<file path="src/rtl/mips_pkg.sv">
// Shared definitions for the MIPS fetch stage: reset/NOP defaults, fetch FSM
// states and the word-increment constant.
package mips_pkg;

  localparam logic [31:0] RESET_PC_DEF = 32'h0000_0000;
  localparam logic [31:0] NOP_WORD_DEF = 32'h0000_0000;
  localparam logic [31:0] WORD_INC     = 32'h0000_0004;

  typedef enum logic [1:0] {
    S_IDLE,
    S_REQ,
    S_HOLD,
    S_FLUSH
  } fetch_state_e;

endpackage

</file>
<file path="src/rtl/fetch_stage_if.sv">
// Instruction-memory read bus: req/addr held until ack, rdata valid with ack.
interface fetch_stage_if;

  logic        imem_req;
  logic [31:0] imem_addr;
  logic        imem_ack;
  logic [31:0] imem_rdata;

  modport master (
    output imem_req,
    output imem_addr,
    input  imem_ack,
    input  imem_rdata
  );

  modport slave (
    input  imem_req,
    input  imem_addr,
    output imem_ack,
    output imem_rdata
  );

endinterface

</file>
<file path="src/rtl/fetch_buf.sv">
// One-entry pc/word holding buffer; clear beats load, load beats drain.
module fetch_buf (
  input  logic        clk,
  input  logic        rst_n,
  input  logic        i_load,
  input  logic        i_drain,
  input  logic        i_clear,
  input  logic [31:0] i_pc,
  input  logic [31:0] i_word,
  output logic        o_valid,
  output logic [31:0] o_pc,
  output logic [31:0] o_word
);

  logic        r_valid;
  logic [31:0] r_pc;
  logic [31:0] r_word;

  always_ff @(posedge clk) begin
    if (!rst_n) begin
      r_valid <= 1'b0;
      r_pc    <= '0;
      r_word  <= '0;
    end else if (i_clear) begin
      r_valid <= 1'b0;
    end else if (i_load) begin
      r_valid <= 1'b1;
      r_pc    <= i_pc;
      r_word  <= i_word;
    end else if (i_drain) begin
      r_valid <= 1'b0;
    end
  end

  assign o_valid = r_valid;
  assign o_pc    = r_pc;
  assign o_word  = r_word;

endmodule

</file>
<file path="src/rtl/fetch_stage.sv">
// Instruction fetch + IF/ID register with redirect/squash handling.
// Optional counters enabled by defining FETCH_STATS_EN.
module fetch_stage
  import mips_pkg::*;
#(
  parameter logic [31:0] RESET_PC = RESET_PC_DEF,
  parameter logic [31:0] NOP_WORD = NOP_WORD_DEF
) (
  input  logic                 clk,
  input  logic                 rst_n,
  fetch_stage_if.master        imem,
  input  logic                 pcjump,
  input  logic [31:0]          real_pc,
  input  logic                 ir_bubble,
  input  logic                 id_ready,
  output logic [31:0]          pc,
  output logic [31:0]          ir,
  output logic                 ir_valid,
  output logic [31:0]          fetch_cnt,
  output logic [31:0]          flush_cnt
);

  fetch_state_e r_state;
  logic [31:0]  r_fetch_pc;
  logic [31:0]  r_addr;
  logic         r_req;
  logic [31:0]  r_pc;
  logic [31:0]  r_ir;
  logic         r_ir_valid;

  logic         w_slot_free;
  logic         w_ack;
  logic         w_fetch_load;
  logic         w_buf_load;
  logic         w_buf_drain;
  logic         w_buf_valid;
  logic [31:0]  w_buf_pc;
  logic [31:0]  w_buf_word;
  logic [31:0]  w_pc_inc;

  assign w_pc_inc     = r_fetch_pc + WORD_INC;
  assign w_slot_free  = (!r_ir_valid || id_ready) && !ir_bubble;
  assign w_ack        = imem.imem_ack && r_req;
  assign w_fetch_load = !pcjump && (r_state == S_REQ) && w_ack && w_slot_free;
  assign w_buf_load   = !pcjump && (r_state == S_REQ) && w_ack && !w_slot_free;
  assign w_buf_drain  = !pcjump && (r_state == S_HOLD) && w_buf_valid && w_slot_free;

  fetch_buf u_buf (
    .clk     (clk),
    .rst_n   (rst_n),
    .i_load  (w_buf_load),
    .i_drain (w_buf_drain),
    .i_clear (pcjump),
    .i_pc    (r_fetch_pc),
    .i_word  (imem.imem_rdata),
    .o_valid (w_buf_valid),
    .o_pc    (w_buf_pc),
    .o_word  (w_buf_word)
  );

  always_ff @(posedge clk) begin
    if (!rst_n) begin
      r_state    <= S_IDLE;
      r_fetch_pc <= RESET_PC;
      r_addr     <= RESET_PC;
      r_req      <= 1'b0;
      r_pc       <= '0;
      r_ir       <= NOP_WORD;
      r_ir_valid <= 1'b0;
    end else if (pcjump) begin
      r_ir       <= NOP_WORD;
      r_ir_valid <= 1'b0;
      r_fetch_pc <= real_pc;
      r_req      <= 1'b1;
      // An outstanding read must still complete at its old address before retargeting.
      if (((r_state == S_REQ) || (r_state == S_FLUSH)) && !w_ack) begin
        r_state <= S_FLUSH;
      end else begin
        r_state <= S_REQ;
        r_addr  <= real_pc;
      end
    end else begin
      if (ir_bubble) begin
        r_ir       <= NOP_WORD;
        r_ir_valid <= 1'b0;
      end else if (w_fetch_load) begin
        r_ir       <= imem.imem_rdata;
        r_pc       <= r_fetch_pc;
        r_ir_valid <= 1'b1;
      end else if (w_buf_drain) begin
        r_ir       <= w_buf_word;
        r_pc       <= w_buf_pc;
        r_ir_valid <= 1'b1;
      end else if (id_ready) begin
        r_ir_valid <= 1'b0;
      end

      case (r_state)
        S_IDLE: begin
          r_state <= S_REQ;
          r_req   <= 1'b1;
          r_addr  <= r_fetch_pc;
        end
        S_REQ: begin
          if (w_ack) begin
            r_fetch_pc <= w_pc_inc;
            r_addr     <= w_pc_inc;
            if (!w_slot_free) begin
              r_state <= S_HOLD;
              r_req   <= 1'b0;
            end
          end
        end
        S_HOLD: begin
          if (w_buf_drain) begin
            r_state <= S_REQ;
            r_req   <= 1'b1;
          end
        end
        S_FLUSH: begin
          if (w_ack) begin
            r_state <= S_REQ;
            r_addr  <= r_fetch_pc;
          end
        end
        default: begin
          r_state <= S_IDLE;
          r_req   <= 1'b0;
        end
      endcase
    end
  end

  assign imem.imem_req  = r_req;
  assign imem.imem_addr = r_addr;
  assign pc             = r_pc;
  assign ir             = r_ir;
  assign ir_valid       = r_ir_valid;

`ifdef FETCH_STATS_EN
  logic [31:0] r_fetch_cnt;
  logic [31:0] r_flush_cnt;

  always_ff @(posedge clk) begin
    if (!rst_n) begin
      r_fetch_cnt <= '0;
      r_flush_cnt <= '0;
    end else begin
      if (w_fetch_load || w_buf_drain) begin
        r_fetch_cnt <= r_fetch_cnt + 32'd1;
      end
      if (pcjump) begin
        r_flush_cnt <= r_flush_cnt + 32'd1;
      end
    end
  end

  assign fetch_cnt = r_fetch_cnt;
  assign flush_cnt = r_flush_cnt;
`else
  assign fetch_cnt = '0;
  assign flush_cnt = '0;
`endif

endmodule

</file>
<file path="src/flat_wrapper.sv">
// flat-port wrapper written by rule: the top's interface ports become plain ports
module fetch_stage_flat import mips_pkg::*;
#(
  parameter logic [31:0] RESET_PC = RESET_PC_DEF,
  parameter logic [31:0] NOP_WORD = NOP_WORD_DEF
)
  (clk, rst_n, pcjump, real_pc, ir_bubble, id_ready, pc, ir, ir_valid, fetch_cnt, flush_cnt, imem_imem_req, imem_imem_addr, imem_imem_ack, imem_imem_rdata);
  fetch_stage_if imem_i ();
  input  logic clk;
  input  logic rst_n;
  input  logic pcjump;
  input  logic [31:0] real_pc;
  input  logic ir_bubble;
  input  logic id_ready;
  output logic [31:0] pc;
  output logic [31:0] ir;
  output logic ir_valid;
  output logic [31:0] fetch_cnt;
  output logic [31:0] flush_cnt;
  output wire logic [$bits(imem_i.imem_req)-1:0] imem_imem_req;
  output wire logic [$bits(imem_i.imem_addr)-1:0] imem_imem_addr;
  input wire logic [$bits(imem_i.imem_ack)-1:0] imem_imem_ack;
  input wire logic [$bits(imem_i.imem_rdata)-1:0] imem_imem_rdata;
  assign imem_imem_req = imem_i.imem_req;
  assign imem_imem_addr = imem_i.imem_addr;
  assign imem_i.imem_ack = imem_imem_ack;
  assign imem_i.imem_rdata = imem_imem_rdata;
  fetch_stage #(.RESET_PC(RESET_PC), .NOP_WORD(NOP_WORD)) u_core (.clk(clk), .rst_n(rst_n), .imem(imem_i), .pcjump(pcjump), .real_pc(real_pc), .ir_bubble(ir_bubble), .id_ready(id_ready), .pc(pc), .ir(ir), .ir_valid(ir_valid), .fetch_cnt(fetch_cnt), .flush_cnt(flush_cnt));
endmodule
</file>
<file path="config.mk">
export PLATFORM = sky130hd
export DESIGN_NAME = fetch_stage_flat
export DESIGN_NICKNAME = d
export VERILOG_FILES = /design/src/rtl/mips_pkg.sv /design/src/rtl/fetch_stage_if.sv /design/src/rtl/fetch_buf.sv /design/src/rtl/fetch_stage.sv /design/src/flat_wrapper.sv
export SDC_FILE = /design/constraint.sdc
export NUM_CORES = 1
export LEC_CHECK = 0
export CORE_MARGIN = 2
export CORE_UTILIZATION = 40
export DETAILED_ROUTE_END_ITERATION = 12
export GPL_ROUTABILITY_DRIVEN = 0
export PLACE_DENSITY = 0.67
export SLEW_MARGIN = 20
export SYNTH_ARGS = -nofsm -noshare
export SYNTH_HDL_FRONTEND = slang
export SYNTH_SLANG_ARGS = --single-unit
</file>
<file path="constraint.sdc">
create_clock -name clk -period 6.36 [get_ports clk]
set_clock_uncertainty 0.15 [all_clocks]
set_input_delay 1.272 -clock clk [delete_from_list [all_inputs] [get_ports clk]]
set_output_delay 1.272 -clock clk [all_outputs]
set_load 0.05 [all_outputs]
</file>
### After elaboration in Yosys (flattened, before gate mapping)

Cells that the tools add are included.

* $add $sub $neg: 1
* equality and inequality tests: 8
* multiplexer cells: 28
* bitwise operators: 3
* reductions and logical operators: 33

Operator list (number)
* 32-bit 2-to-1 mux: 10
* 32-bit one-hot mux with 3 select lines: 1
* 32-bit by 3-bit adder with 32-bit output, second input constant: 1
* 2-bit 2-to-1 mux: 6
* 4-bit AND reduction: 3
* 1-bit logical AND: 10
* 1-bit 2-to-1 mux: 9
* 2-bit one-hot mux with 4 select lines: 1
* 2-bit nonzero test: 4
* 4-bit nonzero test: 2
* 3-bit by 2-bit inequality test with 1-bit output, second input constant: 2
* 3-bit inequality test, second input constant: 2
* 1-bit zero test: 5
* 2-bit == test, second input constant: 2
* 2-bit AND reduction: 2
* 1-bit NOT: 3
* 1-bit one-hot mux with 3 select lines: 1
* 3-bit AND reduction: 1
* 3-bit nonzero test: 1
* 3-bit OR reduction: 1
* 2-bit by 1-bit == test with 1-bit output, second input constant: 1
* 2-bit zero test: 1
* 1-bit logical OR: 2
* 2-bit inequality test, second input constant: 1
* 2-bit OR reduction: 1

* register bits after elaboration: 197
* input port bits: 70
* output and inout port bits: 162
* logic and storage cells: 83

### Depth between registers and ports, before layout

* depth after elaboration: 7
* gate-level depth with buffers: 10
* mapped depth without buffers: 7

### Cells and area by module

Synthesis repeated with hierarchy kept, for this count alone.

* cell total of the unflattened synthesis: 1171
* area, all modules: 10371.2 um^2

Modules (own cells, without submodules)
* fetch_stage: times used 1, cells an instance 889, area an instance 7701.1 um^2, sequential area each 2642.5 um^2
* fetch_buf: times used 1, cells an instance 282, area an instance 2670.1 um^2, sequential area each 1301.2 um^2

### Worst setup path after synthesis

No wires, ideal clock.

* path type: input to register
* from: input port imem_imem_ack
* to: register u_core.r_pc[31], in the netlist u_core.pc[31]
* library setup time: 86 ps
* arrival: 2605 ps
* required time: 6124 ps
* slack: 3519 ps
* stages on the path: 8
* buffers on the path: 3
* cells stage by stage: nand2_1 > or2_1 > clkbuf_1 > a21oi_1 > buf_2 > buf_2 > nor2_1 > a211oi_1

* longest elaborated chain between the ends: 5
* elaborated cells on any way between the ends: 6
* classes of those cells: mux: 1; reduce/logical: 5

RTL lines
* from (decl): RTL line flat_wrapper.sv:22 `input wire logic [$bits(imem_i.imem_ack)-1:0] imem_imem_ack;`
* 1-bit logical AND *: RTL line fetch_stage.sv:43 `assign w_ack = imem.imem_ack && r_req;`
* 1-bit logical AND * (2 in series): RTL line fetch_stage.sv:44 `assign w_fetch_load = !pcjump && (r_state == S_REQ) && w_ack && w_slot_free;`
* 2-bit nonzero test (no source line)
* 3-bit AND reduction (no source line)
* to (signal assigned): RTL line fetch_stage.sv:88 `r_pc <= r_fetch_pc;`
* to (signal assigned): RTL line fetch_stage.sv:92 `r_pc <= w_buf_pc;`
* to (decl): RTL line fetch_stage.sv:27 `logic [31:0] r_pc;`

Every way passes the cells marked *; elsewhere a longest branch is shown, timed or not.
A chain may end at the register's enable or synchronous reset.

### Worst setup path after layout

* from: input port imem_imem_ack
* to: register u_core.r_ir[11], in the netlist u_core.ir[11]

* longest elaborated chain between the ends: 4
* elaborated cells on any way between the ends: 5
* classes of those cells: mux: 1; reduce/logical: 4

RTL lines
* 1-bit logical AND *: RTL line fetch_stage.sv:43
* 1-bit logical AND * (2 in series): RTL line fetch_stage.sv:44
* 32-bit 2-to-1 mux or 2-bit nonzero test (tied branches)
* to (signal assigned): RTL line fetch_stage.sv:87 `r_ir <= imem.imem_rdata;`
* to (signal assigned): RTL line fetch_stage.sv:91 `r_ir <= w_buf_word;`
* to (decl): RTL line fetch_stage.sv:28 `logic [31:0] r_ir;`

Marks and branches as above.

==> out/metrics.cfg <==
[yosys]
ys.flop_type=dfxtp_1
synthesis.area_um2=9577
synth_cell_types=58
ys_warn_count=0
synth_edf_count=0
synthCells=1155
synth_seq_cells=197
syn_avg_cell_area_um2=8.292
seq_area_frac_synth_pct=41.18
synth-async-reset-ratio_pct=0

[power]
power_density_nw_per_um2=268.4
p_leak_nw=3.819
vdd_drop_max_uv=153.6

[final_layout]
antenna_cells=0
most-common-layout-cells=nand2_1 (198), dfxtp_1 (197), clkdlybuf4s50_1 (166), a21oi_1 (110), nor2_1 (86)
drive_gt1_share_pct=5.410
multi_input_area_um2=4905
final_area_um2=11690
fin_nets=1319
seqCellArea_um2=3944
fillers=2273
syn_to_final_growth_pct=22.07
layout_commonest_cell=nand2_1

[worst_setup_path]
required_ps=6500
startpoint=imem_imem_ack
r2r-start=u_core.r_state[1]
crit_path_end=u_core.ir[11]
r2r_end=u_core.ir[11]
timing_worst_setup_path_type=in2reg
end_kind=flip-flop
critPathMaxFanout=49
startpoint_type=primary input
arrival_ps=4040
r2r_setup_slack_ps=2490
r2r_cells=8

[drt]
drt_pass1_iterations=5
post_drt_wl_per_cell_um=15.70
drt-initial-drc-count=513
via_count=8030
via_per_inst=5.095
drtAntennaViolNets=0
routed_wl_um=24740
post-route-drc-count=0

[placed_design]
dp_hpwl_um=16490
port_buffers=167
postPlaceCellArea_um2=11030

[grt]
grt_pass1_wl_um=39490
grt_max_degree=81
first_global_vias=7580
grt_antenna_before_repair=0
grtUsageTotal_pct=19.06
grt-ovfl-total=0

[die]
die-area_um2=25200
start_util_pct=40.80
core_area_um2=23470
rows=56
die_x_um=158.7
die_h_um=158.7
io_pins=232

[clock_network]
cts_buffers=17
post-cts-setup-buffer-count=0
cts_buffer_depth=2
cts.repair.resized=0
htree_levels=4
clk_pin_slew_ps=80
clock-root-buffer=clkbuf_16
cts.sinks=197
hold_buffers=0
clkLatencyLatePin_ps=430
cts_tree=yes

[sta]
hold_violations=0
fin_crit_sh_pct=61.38
rsz0062_at_grt=false
min_period_ps=3904
relSlewSlack_pct=28.54
max_freq_ghz=0.2562
finalSetupViolCount=0
setup_tns_ps=0
final_max_slew_viol_count=0
tightest_slew_ps=1072

[status]
status=finished, final reports clean

[run]
drv_cap=0

[hold_path]
hp-class=reg2reg

how the worst min path moves through the flow:
stage                                  startpoint                       to  slack (ps)  cells after the start
after floorplan              u_core.u_buf.o_pc[0]     u_core.u_buf.o_pc[0]         290                      2
after global placement    u_core.u_buf.o_word[13]  u_core.u_buf.o_word[13]         290                      2
after detailed placement  u_core.u_buf.o_word[15]  u_core.u_buf.o_word[15]         300                      2
after CTS                   u_core.u_buf.o_pc[16]    u_core.u_buf.o_pc[16]         310                      2
after global routing         u_core.u_buf.o_pc[6]     u_core.u_buf.o_pc[6]         320                      2
final                     u_core.u_buf.o_word[27]  u_core.u_buf.o_word[27]         300                      2
per-stage QoR:
stage          hold WS [ps]  total power [mW]  worst slack (ps)  utilization (%)  instances
6_report              303.4             3.137              2456            49.80       1576
3_3_place_gp          290.8             1.991              2069            46.98       1543
5_1_grt               321.8             3.251              2270            49.80       1576
4_1_cts               305.8             3.153              2467            49.67       1575
3_5_place_dp          295.6             1.996              2001            46.98       1543
2_1_floorplan         285.7             1.837              3519                -       1218
power by group:
group	internal, mW	switching, mW
Combinational	0.194	0.423
Clock	0.640	0.525
Sequential	1.29	0.0630
Total	2.13	1.01
critical path: stages:
cell	delay (ps)
clkdlybuf4s50_1	510
nand2_1	180
or2_1	420
nor2_8	860
buf_4	450
mux2i_1	240
a211oi_1	90
Yosys cell counts, types with 11 or more instances:
cell type  number  share of area, %
xnor2_1        20               1.8
buf_2          33               1.7
and3_1         11              0.72
dfxtp_1       197                41
xor2_1         33               3.0
nand2b_1       22               1.4
nand2_1       199               7.8
nand3_1        20               1.0
clkbuf_1       56               2.2
o21ai_0        22               1.1
a211oi_1       67               5.3
buf_4          73               5.7
nand4_1        31               2.0
a21oi_1       111               5.8
mux2i_1        69               7.2
nor2_1         89               3.5
state kept, by name (all words and copies together), names as in the netlist:
signal / count
u_core.r_fetch_pc: 32
u_core.ir_valid: 1
u_core.pc: 32
u_core.u_buf.o_pc: 32
u_core.r_state: 2
u_core.u_buf.o_word: 32
u_core.ir: 32
u_core.imem.imem_req: 1
u_core.u_buf.o_valid: 1
u_core.imem.imem_addr: 32
metal layers:
metal	share of wire, %	vias to the layer above	global-route usage (%)	wire (um)
li1	-	4016	-	-
met3	4.5	37	3.527	1125
met4	2.0	0	6.505	503
met1	44	3755	23.73	10990
met5	0	-	0	0
met2	49	222	33.05	12120
logic make-up after synthesis:
logic type               count (synthesis)  synth area share, %
multiplexers                            69                7.212
other                                    1              0.03916
AO/OA/AOI/OAI                          233                15.29
AND/OR/NAND/NOR                        418                20.43
XOR/XNOR                                53                4.847
adder cells (fa/ha/maj)                  5               0.6533
buffers and inverters                  179                10.35
flip-flops                             197                41.18
final cells by class:
cell class	instances	area share [%]
repair buffers	180	15.26
multi-input cells	842	41.96
well taps	319	3.414
clock buffers	17	3.639
clock inverters	15	1.777
flip-flops and latches	197	33.74
inverters	6	0.2141
Note: power is estimated with default switching activity, not from simulation.
